## src/rtl/pipeline_reg_pkg.sv

```systemverilog
// Shared types for the CPU pipeline registers: the latch state encoding,
// the per-stage payload structs and a few helpers used by pipe_latch.
package pipeline_reg_pkg;

    // Occupancy-oriented state of a pipe_latch: nothing held, main slot
    // only, or main plus skid slot.
    typedef enum logic [1:0] {
        EMPTY = 2'd0,
        BUSY  = 2'd1,
        FULL  = 2'd2
    } latch_state_t;

    localparam int STALL_CNT_W = 16;

    // Stage payloads carried between pipeline stages.
    typedef struct packed {
        logic [31:0] pc;
        logic [31:0] instr;
    } ifid_p;

    typedef struct packed {
        logic [31:0] pc;
        logic [31:0] rs1_val;
        logic [31:0] rs2_val;
        logic [31:0] imm;
        logic [4:0]  rd;
        logic [3:0]  alu_op;
        logic        mem_rd;
        logic        mem_wr;
        logic        reg_wr;
    } idex_p;

    typedef struct packed {
        logic [31:0] alu_res;
        logic [31:0] store_val;
        logic [4:0]  rd;
        logic        mem_rd;
        logic        mem_wr;
        logic        reg_wr;
    } exmem_p;

    typedef struct packed {
        logic [31:0] wb_val;
        logic [4:0]  rd;
        logic        reg_wr;
    } mem_p;

    // Number of entries held in a given state.
    function automatic logic [1:0] state_occupancy(input latch_state_t s);
        case (s)
            BUSY:    return 2'd1;
            FULL:    return 2'd2;
            default: return 2'd0;
        endcase
    endfunction

endpackage

```

## src/rtl/sat_counter.sv

```systemverilog
// Up-counter that sticks at all-ones instead of wrapping.
module sat_counter #(
    parameter int W = 16
) (
    input  logic         CLK,
    input  logic         nRST,
    input  logic         inc,
    output logic [W-1:0] count
);

    localparam logic [W-1:0] ONE = W'(1);

    logic [W-1:0] count_reg;

    assign count = count_reg;

    // Count qualifying cycles, holding once the maximum value is reached.
    always_ff @(posedge CLK) begin
        if (!nRST) begin
            count_reg <= '0;
        end else if (inc && (count_reg != '1)) begin
            count_reg <= count_reg + ONE;
        end
    end

endmodule

```

## src/rtl/pipe_latch.sv

```systemverilog
// Pipeline register between two CPU stages with valid/ready handshakes on
// both sides, flush (squash) and freeze (global hold). DEPTH=1 is a plain
// latch whose in_ready depends combinationally on out_ready; DEPTH=2 adds a
// skid slot so that in_ready can come straight from a flop.
module pipe_latch
    import pipeline_reg_pkg::*;
#(
    parameter int               WIDTH  = 64,
    parameter int               DEPTH  = 2,
    parameter logic [WIDTH-1:0] BUBBLE = '0
) (
    input  logic             CLK,
    input  logic             nRST,
    input  logic             in_valid,
    output logic             in_ready,
    input  logic [WIDTH-1:0] in_data,
    output logic             out_valid,
    input  logic             out_ready,
    output logic [WIDTH-1:0] out_data,
    input  logic             flush,
    input  logic             freeze,
    output logic [1:0]       occupancy,
    output logic [15:0]      stall_cnt
);

    latch_state_t     state_reg, state_next;
    logic [WIDTH-1:0] main_reg, main_next;
    logic [WIDTH-1:0] skid_reg, skid_next;
    logic             in_xfer;
    logic             out_xfer;
    logic             stall_inc;

    // Freeze hides the held entry from downstream without disturbing it.
    assign out_valid = (state_reg != EMPTY) && !freeze;
    assign out_data  = out_valid ? main_reg : BUBBLE;
    assign occupancy = state_occupancy(state_reg);
    assign in_xfer   = in_valid && in_ready;
    assign out_xfer  = out_valid && out_ready;
    assign stall_inc = out_valid && !out_ready;

    // Next-state and slot update; flush dominates everything, including freeze.
    always_comb begin
        state_next = state_reg;
        main_next  = main_reg;
        skid_next  = skid_reg;
        if (flush) begin
            state_next = EMPTY;
            main_next  = BUBBLE;
            skid_next  = BUBBLE;
        end else if (!freeze) begin
            case (state_reg)
                EMPTY: begin
                    if (in_xfer) begin
                        state_next = BUSY;
                        main_next  = in_data;
                    end
                end
                BUSY: begin
                    if (in_xfer && out_xfer) begin
                        main_next = in_data;
                    end else if (in_xfer) begin
                        state_next = FULL;
                        skid_next  = in_data;
                    end else if (out_xfer) begin
                        state_next = EMPTY;
                        main_next  = BUBBLE;
                    end
                end
                FULL: begin
                    // in_ready is low here, so only the drain side can move.
                    if (out_xfer) begin
                        state_next = BUSY;
                        main_next  = skid_reg;
                        skid_next  = BUBBLE;
                    end
                end
                default: begin
                    state_next = EMPTY;
                    main_next  = BUBBLE;
                    skid_next  = BUBBLE;
                end
            endcase
        end
    end

    // State and payload registers.
    always_ff @(posedge CLK) begin
        if (!nRST) begin
            state_reg <= EMPTY;
            main_reg  <= BUBBLE;
            skid_reg  <= BUBBLE;
        end else begin
            state_reg <= state_next;
            main_reg  <= main_next;
            skid_reg  <= skid_next;
        end
    end

    generate
        if (DEPTH == 1) begin : g_plain
            assign in_ready = !freeze && (!out_valid || out_ready);
        end else if (DEPTH == 2) begin : g_skid
            logic in_ready_reg;

            // Ready for the next cycle as long as the skid slot will be free.
            always_ff @(posedge CLK) begin
                if (!nRST) begin
                    in_ready_reg <= 1'b1;
                end else begin
                    in_ready_reg <= (state_next != FULL);
                end
            end

            assign in_ready = in_ready_reg && !freeze;
        end else begin : g_bad_depth
            $error("pipe_latch: DEPTH must be 1 or 2");
        end
    endgenerate

    sat_counter #(
        .W(STALL_CNT_W)
    ) u_stall_cnt (
        .CLK  (CLK),
        .nRST (nRST),
        .inc  (stall_inc),
        .count(stall_cnt)
    );

endmodule
```

## config.mk

```make
export PLATFORM = sky130hd
export DESIGN_NAME = pipe_latch
export DESIGN_NICKNAME = d
export VERILOG_FILES = /design/src/rtl/pipeline_reg_pkg.sv /design/src/rtl/sat_counter.sv /design/src/rtl/pipe_latch.sv
export SDC_FILE = /design/constraint.sdc
export NUM_CORES = 1
export LEC_CHECK = 0
export CORE_UTILIZATION = 50
export DETAILED_ROUTE_END_ITERATION = 8
export GPL_TIMING_DRIVEN = 0
export PLACE_DENSITY = 0.78
export SLEW_MARGIN = 10
export SYNTH_ARGS = -nofsm -noshare
export SYNTH_HDL_FRONTEND = slang
export SYNTH_SLANG_ARGS = --single-unit
```

## constraint.sdc

```tcl
create_clock -name CLK -period 1.72 [get_ports CLK]
set_input_delay 0.344 -clock CLK [delete_from_list [all_inputs] [get_ports CLK]]
set_output_delay 0.344 -clock CLK [all_outputs]
set_load 0.03 [all_outputs]
```

==> summary.md <==
| Metric | Value |
|---|---|
| Post-layout util | between 70% and 80% |
| Minimum setup slack after placement | -1603 ps |
| Type of the most critical hold path | primary input to flop |
| Worst clock skew | 5.378 ps |
| Final critical path time including I/O delays and setup | roughly 2100 ps |
| Number of clock sinks | ~150 |
| Crit path cell chain | or2_4 > clkbuf_4 > and3_1 > buf_4 |
| Hold buffer count at cts | 0 |
| Initial antenna violation count | 1 |
| Global-route wire length before repair | 38610 µm |
| Synth top area share | roughly two fifths |
| Setup violators final | between 90 and 100 |
| Launching point of the worst reg2reg path | state_reg[1] |
| Dominant cell type by area after synthesis | sky130_fd_sc_hd__dfxtp_1 |
| Length of the first detailed-routing pass in iterations | 5 |
| Number of rows created at floorplan | 44 |
| Register area share after synthesis | 38.21% |
| Syn nets | 1076 |
| CP Class | flop to output port |
| DR vias/cell | between 5 and 6 |
| Total of warnings raised by yosys | 0 |
| Worst path bufs/invs | 2 |
| Minimum setup slack among reg-to-reg paths | -50 ps |
| Unrepaired setup endpoints after global routing | true |
| Die ar. | about 16000 µm² |
| Total number of vias | between 8000 and 9000 |
| Slowest-stage cell, CP | sky130_fd_sc_hd__dfxtp_4 |
| Result of the run | complete, but fails checks |
| Max Slew Vio Count | 0 |
| Number of flip-flops and latches in the synthesized netlist | about 150 |
| Max transition margin | around three fifths |
| Initial standard-cell utilization of the core | between 50 and 60% |
| Number of buffers created by CTS | 17 |
| Largest fanout of any net on the critical path | 10 |
| Cell type group with the largest total delay on the critical path | simple AND/OR/NAND/NOR gates |
| Fraction of registers with async set or reset after synthesis | 0% |
| Total grt overflow | 0 |
| Area of the core | 14750 µm² |
| Gr usage total | between 30% and 40% |
| Count of filler cells inserted in the layout | around 1200 |
| Number of ports placed on the die boundary | ~150 |
| Routed wire per std cell | between 15 and 20 µm |
| Worst slew pin tran | approximately 630 ps |
| Power density cells | 801.0 nW/µm² |
| Post-Route WL | 24260 µm |
| Share of layout cells above drive strength 1 | around a fifth |
| Startpoint type of the worst setup path | flop |
| Final clock period utilization by the worst path | 121.4% |
| Violated checks | negative setup slack |
| Final design instance area without fill | between 10000 and 15000 µm² |
| Worst Hold Depth | 4 |
| Data required time of the worst path | 1380 ps |
| Number of DRC violations after detailed-routing iteration 0 | between 700 and 800 |
| Hold Path Origin | out_ready |
| Most frequent cell after synthesis | sky130_fd_sc_hd__a21oi_1 |
| Commonest cells in the netlist | 172 x sky130_fd_sc_hd__a21oi_1, 149 x sky130_fd_sc_hd__nand2_1, 147 x sky130_fd_sc_hd__dfxtp_1 |
| Final GP Congestion | approximately 0.85 |
| Cell count after synthesis | approximately 1000 |
| Least setup slack across all paths after layout | -368.1 ps |
| Leakage power summed over all cells | 4.185 nW |
| Distinct cells, synth | 46 |
| Worst-case vdd ir drop | ~720 µV |
| Dpl cell area | approximately 9500 µm² |
| Clock tree from TritonCTS | built |
| Detailed Place HPWL | 16050 µm |
| Bufs on Longest Clock Path | 2 |
| Top cells by area, synth | sky130_fd_sc_hd__dfxtp_1 38%, sky130_fd_sc_hd__a21oi_1 11%, sky130_fd_sc_hd__nand2_1 7.3% |
| Critical path endpoint category | output port |
| Pin count of the biggest net entering global routing | 17 |
| Total number of nets in the final design | 1267 |
| Root Buffer Master | sky130_fd_sc_hd__clkbuf_16 |
| Die H | 126.1 µm |
| Hold path endpoint | state_reg[1] |
| DRC errors left | 0 |
| Final hold vios | 0 |
| Count of flip-flops with a built-in enable after synthesis | 0 |
| Reg-to-reg endpoint | main_reg[56] |
| Vias in the first global route | 7601 |
| Max Clock Freq | between 400 and 500 MHz |
| Worst-case reg-to-reg path depth | 7 |
| Worst-path clk slew | approximately 60 ps |
| Clock insertion delay at the later pin of the skew report | around 430 ps |
| Number of input and output port buffers inserted | roughly 150 |
| Start point of the critical path | state_reg[0] |
| Arrival @ worst endpoint | approximately 1700 ps |
| Cell Area, Synth | 7702 µm² |
| Detail Route Antenna Nets | 0 |
| Post-layout power | 8.361 mW |
| Synth Flop Type | sky130_fd_sc_hd__dfxtp_1 |
| Worst path max stage delay | 370 ps |
| Max-cap viol count | 0 |
| Clock H-tree levels | 4 |
| Post-synthesis average cell area | about 7.7 µm² |
| Area growth from synthesis to final layout | 35.53% |
| Horizontal extent of the die | 126.1 µm |
==> area by class of cell <==
cell class / count / area (µm²) / share of cell area (%)
Antenna cell: 1 / 2.502 / 0.02397
Buffer: 102 / 709.4 / 6.796
Clock buffer: 23 / 488.0 / 4.675
Clock inverter: 9 / 150.1 / 1.438
Inverter: 36 / 135.1 / 1.294
Multi-Input combinational cell: 716 / 4188 / 40.12
Sequential cell: 147 / 2953 / 28.29
Tap cell: 184 / 230.2 / 2.205
Timing Repair Buffer: 176 / 1583 / 15.16
==> routing by layer <==
layer	vias to the layer above	part of all wire (%)	global-route usage (%)
met3	55	7.2	5.947
met1	3792	44	40.46
met2	351	46	47.61
li1	3904	-	-
met5	-	0	0
met4	0	2.5	15.24
==> kinds of logic after synthesis <==
kind of cell / count (synthesis) / share of synthesized area, %
and+or+nand+nor: 393 / 27.03
AOI/OAI and AO/OA: 282 / 20.97
DFF: 147 / 38.21
adders and majority gates: 1 / 0.1624
muxes: 40 / 5.198
buffers and inverters: 142 / 8.431
==> timing repair <==
item                       in CTS  in global routing
setup endpoints to repair     219                214
gates resized for setup       527                 59
setup buffers                  12                 11
gates cloned                    1                  0
pin swaps                       7                  6
==> metrics by stage <==
stage	std cells	hold WS (ps)	TNS, ps
finish	1394	386.6	-21010
detailed placement	1341	438.6	-174330
global route	1393	427.8	-28010
CTS	1384	379.0	-20680
global placement	1341	433.0	-173380
floorplan	1005	427.2	0
==> power breakdown <==
group	internal, mW	switching [mW]	total, mW	leakage (nW)
Combinational	0.371	0.503	0.874	2.69
Sequential	3.44	0.0201	3.46	1.19
Clock	2.57	1.45	4.02	0.309
Total	6.39	1.97	8.36	4.19
==> layout by cell type, fill, tap and decap left out, drive strengths merged, types with 34 or more instances in the layout <==
cell type      instances
and3                  65
nand3                 68
and2                  36
clkbuf                82
nand2                149
o22ai                 34
a21oi                172
clkdlybuf4s50         67
inv                   36
buf                  135
nand2b                45
dfxtp                147
mux2i                 40
==> tightest hold or removal path: stages <==
cell	delay, ps
sky130_fd_sc_hd__buf_2	190
sky130_fd_sc_hd__o21bai_2	100
sky130_fd_sc_hd__nand2_1	80
sky130_fd_sc_hd__a21oi_1	60
==> how the worst max path moves through the flow <==
stage / cells past startpoint / slack (ps) / end
floorplan: 6 / 6 / out_data[54]
global placement: 6 / -1600 / out_data[44]
detailed placement: 6 / -1600 / out_data[45]
CTS: 6 / -380 / out_data[59]
global route: 5 / -370 / out_data[59]
finish: 4 / -370 / out_data[44]
Power figures use the tool's default switching activity.
